[src/rtl/fp_pkg.sv]
// Shared floating-point parameters and the normalise/round controller states.
package fp_pkg;

  localparam int SIG_BITS = 23;
  localparam int EXP_BITS = 8;
  localparam int EXP_MAX  = (1 << EXP_BITS) - 1;

  typedef enum logic [1:0] {
    IDLE  = 2'd0,
    NORM  = 2'd1,
    ROUND = 2'd2,
    DONE  = 2'd3
  } state_t;

endpackage

[src/rtl/rne_round.sv]
// Combinational round-to-nearest-even of a stored fraction given its guard/round/sticky bits.
module rne_round #(
  parameter int SIG_BITS = fp_pkg::SIG_BITS
) (
  input  logic [SIG_BITS-1:0] frac_i,
  input  logic [2:0]          grs_i,
  output logic [SIG_BITS-1:0] frac_o,
  output logic                carry_o,
  output logic                inexact_o
);

  logic                inc;
  logic [SIG_BITS:0]   sum;

  // Ties (G=1, R=S=0) round up only when the fraction LSB is odd.
  assign inc       = grs_i[2] & (grs_i[1] | grs_i[0] | frac_i[0]);
  assign sum       = {1'b0, frac_i} + {{SIG_BITS{1'b0}}, inc};
  assign frac_o    = sum[SIG_BITS-1:0];
  assign carry_o   = sum[SIG_BITS];
  assign inexact_o = |grs_i;

endmodule

[src/rtl/norm_round.sv]
// Multi-cycle normaliser and RNE rounder turning a raw adder significand into a packed IEEE-754 result.
module norm_round #(
  parameter int SIG_BITS = fp_pkg::SIG_BITS,
  parameter int EXP_BITS = fp_pkg::EXP_BITS
) (
  input  logic                         clk,
  input  logic                         reset,
  input  logic                         in_valid,
  output logic                         in_ready,
  input  logic                         in_sign,
  input  logic [EXP_BITS-1:0]          in_exp,
  input  logic [SIG_BITS+4:0]          in_sig,
  output logic                         out_valid,
  input  logic                         out_ready,
  output logic [EXP_BITS+SIG_BITS:0]   out_result,
  output logic                         out_overflow,
  output logic                         out_underflow,
  output logic                         out_inexact
);

  import fp_pkg::state_t;
  import fp_pkg::IDLE;
  import fp_pkg::NORM;
  import fp_pkg::ROUND;
  import fp_pkg::DONE;

  localparam int SW = SIG_BITS + 5;
  localparam int EW = EXP_BITS + 2;
  localparam int CB = SIG_BITS + 4;
  localparam int HB = SIG_BITS + 3;
  localparam int RW = EXP_BITS + SIG_BITS + 1;
  localparam logic [EW-1:0] EXP_INF = EW'((1 << EXP_BITS) - 1);
  localparam logic [EW-1:0] EXP_ONE = EW'(1);

  state_t            state_q, state_d;
  logic              sign_q, sign_d;
  logic [EW-1:0]     exp_q, exp_d;
  logic [SW-1:0]     sig_q, sig_d;
  logic [RW-1:0]     res_q, res_d;
  logic              ovf_q, ovf_d;
  logic              unf_q, unf_d;
  logic              inx_q, inx_d;

  logic [SIG_BITS-1:0] rnd_frac;
  logic                rnd_carry;
  logic                rnd_inexact;
  logic [EW-1:0]       exp_fld;

  rne_round #(.SIG_BITS(SIG_BITS)) u_rne (
    .frac_i    (sig_q[SIG_BITS+2:3]),
    .grs_i     (sig_q[2:0]),
    .frac_o    (rnd_frac),
    .carry_o   (rnd_carry),
    .inexact_o (rnd_inexact)
  );

  // A rounding carry on a normal bumps the exponent; on a denormal it creates the hidden bit (field 1).
  always_comb begin
    exp_fld = '0;
    if (sig_q[HB]) begin
      exp_fld = exp_q + EW'(rnd_carry);
    end else if (rnd_carry) begin
      exp_fld = exp_q;
    end
  end

  assign in_ready      = (state_q == IDLE) & ~reset;
  assign out_valid     = (state_q == DONE);
  assign out_result    = res_q;
  assign out_overflow  = ovf_q;
  assign out_underflow = unf_q;
  assign out_inexact   = inx_q;

  always_comb begin
    state_d = state_q;
    sign_d  = sign_q;
    exp_d   = exp_q;
    sig_d   = sig_q;
    res_d   = res_q;
    ovf_d   = ovf_q;
    unf_d   = unf_q;
    inx_d   = inx_q;
    case (state_q)
      IDLE: begin
        if (in_valid && in_ready) begin
          sign_d  = in_sign;
          sig_d   = in_sig;
          exp_d   = (in_exp == '0) ? EXP_ONE : EW'(in_exp);
          state_d = NORM;
        end
      end
      NORM: begin
        if (sig_q == '0) begin
          state_d = ROUND;
        end else if (sig_q[CB]) begin
          sig_d = {1'b0, sig_q[SW-1:2], sig_q[1] | sig_q[0]};
          exp_d = exp_q + EXP_ONE;
        end else if (sig_q[HB]) begin
          state_d = ROUND;
        end else if (exp_q == EXP_ONE) begin
          state_d = ROUND;
        end else begin
          sig_d = {sig_q[SW-2:0], 1'b0};
          exp_d = exp_q - EXP_ONE;
        end
      end
      ROUND: begin
        state_d = DONE;
        if (sig_q == '0) begin
          res_d = {sign_q, {(RW-1){1'b0}}};
          ovf_d = 1'b0;
          unf_d = 1'b0;
          inx_d = 1'b0;
        end else if (exp_fld >= EXP_INF) begin
          res_d = {sign_q, {EXP_BITS{1'b1}}, {SIG_BITS{1'b0}}};
          ovf_d = 1'b1;
          unf_d = 1'b0;
          inx_d = 1'b1;
        end else begin
          res_d = {sign_q, exp_fld[EXP_BITS-1:0], rnd_frac};
          ovf_d = 1'b0;
          unf_d = rnd_inexact & (exp_fld == '0);
          inx_d = rnd_inexact;
        end
      end
      DONE: begin
        if (out_ready) begin
          state_d = IDLE;
        end
      end
      default: state_d = IDLE;
    endcase
  end

  always_ff @(posedge clk or posedge reset) begin
    if (reset) begin
      state_q <= IDLE;
      sign_q  <= 1'b0;
      exp_q   <= '0;
      sig_q   <= '0;
      res_q   <= '0;
      ovf_q   <= 1'b0;
      unf_q   <= 1'b0;
      inx_q   <= 1'b0;
    end else begin
      state_q <= state_d;
      sign_q  <= sign_d;
      exp_q   <= exp_d;
      sig_q   <= sig_d;
      res_q   <= res_d;
      ovf_q   <= ovf_d;
      unf_q   <= unf_d;
      inx_q   <= inx_d;
    end
  end

endmodule
[config.mk]
export PLATFORM = sky130hd
export DESIGN_NAME = norm_round
export DESIGN_NICKNAME = d
export VERILOG_FILES = /design/src/rtl/fp_pkg.sv /design/src/rtl/rne_round.sv /design/src/rtl/norm_round.sv
export SDC_FILE = /design/constraint.sdc
export NUM_CORES = 1
export LEC_CHECK = 0
export BUFFER_PORTS_ARGS = -buffer_cell sky130_fd_sc_hd__buf_4
export CORE_UTILIZATION = 62
export DETAILED_ROUTE_END_ITERATION = 10
export HOLD_SLACK_MARGIN = 0.08
export PLACE_DENSITY = 0.86
export SLEW_MARGIN = 5
export SYNTH_ARGS = -nofsm -noshare
export SYNTH_HDL_FRONTEND = slang
export SYNTH_SLANG_ARGS = --single-unit
export TNS_END_PERCENT = 5
[constraint.sdc]
create_clock -name clk -period 5 [get_ports clk]
set_input_delay 1 -clock clk [delete_from_list [all_inputs] [get_ports clk]]
set_output_delay 1 -clock clk [all_outputs]
set_load 0.03 [all_outputs]
==> reports/metrics.yaml <==
run_status:
  status: "finished, final reports clean"
clocking:
  post_cts_resized: 0
  ctsHtreeMaxLevel: 3
  hold_buffers: 0
  clock_sinks: 76
  clk_pin_slew_ns: 0.10
  clk_path_buf_depth: 2
  cts_tree: "built"
  clock_latency_ns: 0.37
  post_cts_buffers: 0
  cts_buffers: 9
  root_buffer: "clkbuf_8"
power:
  p_total_uw: 3982
  leakage_uw: 0.002389
  peakVddDrop_uv: 548.2
  p_per_area_nw_per_um2: 699.1
route:
  first_pass_iters: 6
  via_count: 4691
  drc: 0
  wl_um: 13170
  drtIter0Drc: 822
  avgViaCountPerCell: 6.692
  ant_nets: 0
  wl_per_cell_um: 18.79
yosys:
  synthCells: 559
  synth_top_area_share_pct: 38.44
  synth.distinct_cells: 63
  yosys_warnings: 0
  netlist_area_um2: 4947
  synth_area_leaders: "dfrtp_1 38%, a221o_1 5.1%, xnor2_1 4.2%"
  avgSynthCellArea_um2: 8.850
  yosysTopAreaCell: "dfrtp_1"
  synth_seq_cells: 76
  synth_nets: 610
  yosysSeqAreaShare_pct: 38.44
  postSynth.asyncResetShare_pct: 100.0
  synth_enable_flop_cells: 0
  ys.flop_type: "dfrtp_1"
sta:
  tightest_slew_ns: 1.142
  min_period_over_period_pct: 73.21
  slew_violations: 0
  relSlewSlack_pct: 23.66
  fmax_mhz: 273.2
  fin_worst_skew_ns: 0.01776
  setup_violations: 0
  hold_viol_final: 0
  fin_crit_ns: 3.661
  rsz0062_at_grt: "false"
  setup_tns_ns: 0
hold_path:
  hp-start: "out_result[15]"
  holdPathStages: 1
  min_to: "out_result[15]"
  hold_path_class: "flop to flop"
global_route:
  gr-usage-all-layers_pct: 32.92
  grt_overflow_total: 0
  grt_util_met1_pct: 48.58
  grt_pass1_wl_um: 21740
  grt_pass1_vias: 4271
  top_usage_layer: "met2"
  met3_usage_pct: 5.109
  antenna_found_initial: 0
  grt_max_degree: 78
  grt.met2_usage_pct: 49.81
die:
  die_area_um2: 8340
  ioPinCount: 78
  rows: 32
  core_um2: 7727
  initial_core_util_pct: 64.02
  die_height_um: 91.33
  die_w_um: 91.33
finish:
  n_antenna_cell: 0
  finish.instance_area_um2: 5695
  area_growth_pct: 15.12
  nets: 645
  drive_gt1_share_pct: 18.86
  fillers: 588
  utilization_pct: 73.70
worst_setup_path:
  r2r_setup_slack_ns: 1.34
  reg2reg_depth: 12
  crit_path_start_kind: "flop"
  r2r-start: "sig_q[12]"
  critPathRequiredTime_ns: 5.23
  end_kind: "flop"
  critPathKind: "flop to flop"
  crit_fanout: 25
  arrival_ns: 3.89
  r2r_end: "out_result[1]"
placement:
  io_buffers: 77
  placed_cell_area_um2: 5466
  hpwlAfterDp_um: 9102
  gp_congestion: 0.9633
job:
  cap_violations: 0
registers in the layout, indices dropped and copies added, names as in the netlist:
register,cells
sign_q,1
state_q,2
exp_q,10
out_overflow,1
out_inexact,1
out_underflow,1
sig_q,28
out_result,32
through the flow:
| step | hold slack, ns | instances | setup slack (ns) |
|---|---|---|---|
| after floorplan | 0.4737 | 559 | 0.6394 |
| after global placement | 0.4722 | 685 | 1.590 |
| after detailed placement | 0.4749 | 685 | 1.414 |
| after CTS | 0.4993 | 701 | 1.399 |
| after global routing | 0.5157 | 701 | 1.070 |
| final | 0.4975 | 701 | 1.339 |
routing by layer:
layer / share of wire (%) / up-vias
met5: 0 / -
met4: 1.8 / 0
met3: 7.8 / 30
met2: 46 / 235
met1: 44 / 2273
li1: - / 2153
critical path, stage by stage (launching register included):
cell and delay (ns):
dfrtp_1 0.51, nand4_1 0.21, nor4_2 0.39, and3_1 0.27, ha_1 0.22, ha_1 0.36
nand3_1 0.14, xnor2_1 0.26, and4_1 0.27, a31oi_4 0.05, o41ai_4 0.36, buf_4 0.31
o32ai_1 0.14
worst max-delay path by stage:
| stage | startpoint | endpoint | slack, ns | cells past startpoint |
|---|---|---|---|---|
| 5_1_grt | sig_q[7] | out_result[17] | 1.07 | 12 |
| 6_report | sig_q[12] | out_result[1] | 1.34 | 12 |
| 3_3_place_gp | sig_q[5] | out_result[1] | 1.59 | 12 |
| 3_5_place_dp | sig_q[7] | out_result[1] | 1.41 | 12 |
| 4_1_cts | sig_q[7] | out_result[1] | 1.40 | 12 |
| 2_1_floorplan | reset | sig_q[15] | 0.64 | 7 |
layout by cell type (no fill, tap or decap), types with 4 or more instances in the layout:
| master | count |
|---|---|
| buf_4 | 83 |
| dfrtp_1 | 76 |
| nand2_1 | 42 |
| o21ai_0 | 40 |
| inv_1 | 36 |
| nor2_1 | 26 |
| a21oi_1 | 25 |
| a221o_1 | 25 |
| o211ai_1 | 25 |
| xnor2_1 | 24 |
| o2bb2ai_1 | 19 |
| nand3_1 | 16 |
| nand4_1 | 13 |
| nor3_1 | 13 |
| nor4_1 | 12 |
| ha_1 | 10 |
| and3_1 | 9 |
| clkbuf_8 | 9 |
| o22ai_1 | 7 |
| mux2_2 | 6 |
| xor2_1 | 5 |
| o32ai_1 | 5 |
| a221oi_1 | 5 |
| and4_1 | 4 |
| a31oi_1 | 4 |
| a21o_1 | 4 |
power breakdown:
part	switching, uW	leakage [uW]	internal (uW)
clock network	267	0.000113	290
registers	459	0.000926	901
logic	1250	0.00135	810
cell type report:
type	count	area (um2)	share of cell area, %
clock buffer	9	123.9	2.175
inverter	38	142.6	2.504
clock inverter	7	105.1	1.845
multi-input combinational	386	2671	46.90
sequential	76	1902	33.39
timing repair buffer	83	623.1	10.94
tap	102	127.6	2.241
Yosys cell counts, types with 4 or more instances:
library cell	number
dfrtp_1	76
clkbuf_1	49
nand2_1	42
o21ai_0	40
inv_1	37
a21oi_1	26
nor2_1	26
a221o_1	25
o211ai_1	25
xnor2_1	24
o2bb2ai_1	19
nand3_1	16
nand4_1	13
nor3_1	13
nor4_1	12
ha_1	10
and3_1	9
o22ai_1	7
mux2_2	6
a221oi_1	5
o32ai_1	5
xor2_1	5
a21o_1	4
a31oi_1	4
and4_1	4
cells by family after synthesis:
| family | count (synthesis) | share of synthesized area, % |
|---|---|---|
| DFF | 76 | 38.44 |
| AOI/OAI and AO/OA | 188 | 28.17 |
| buffers and inverters | 97 | 7.789 |
| muxes | 9 | 1.973 |
| adders and majority gates | 10 | 2.529 |
| xor gates and xnor gates | 29 | 5.134 |
| and+or+nand+nor | 150 | 15.96 |
Power figures use the tool's default switching activity.
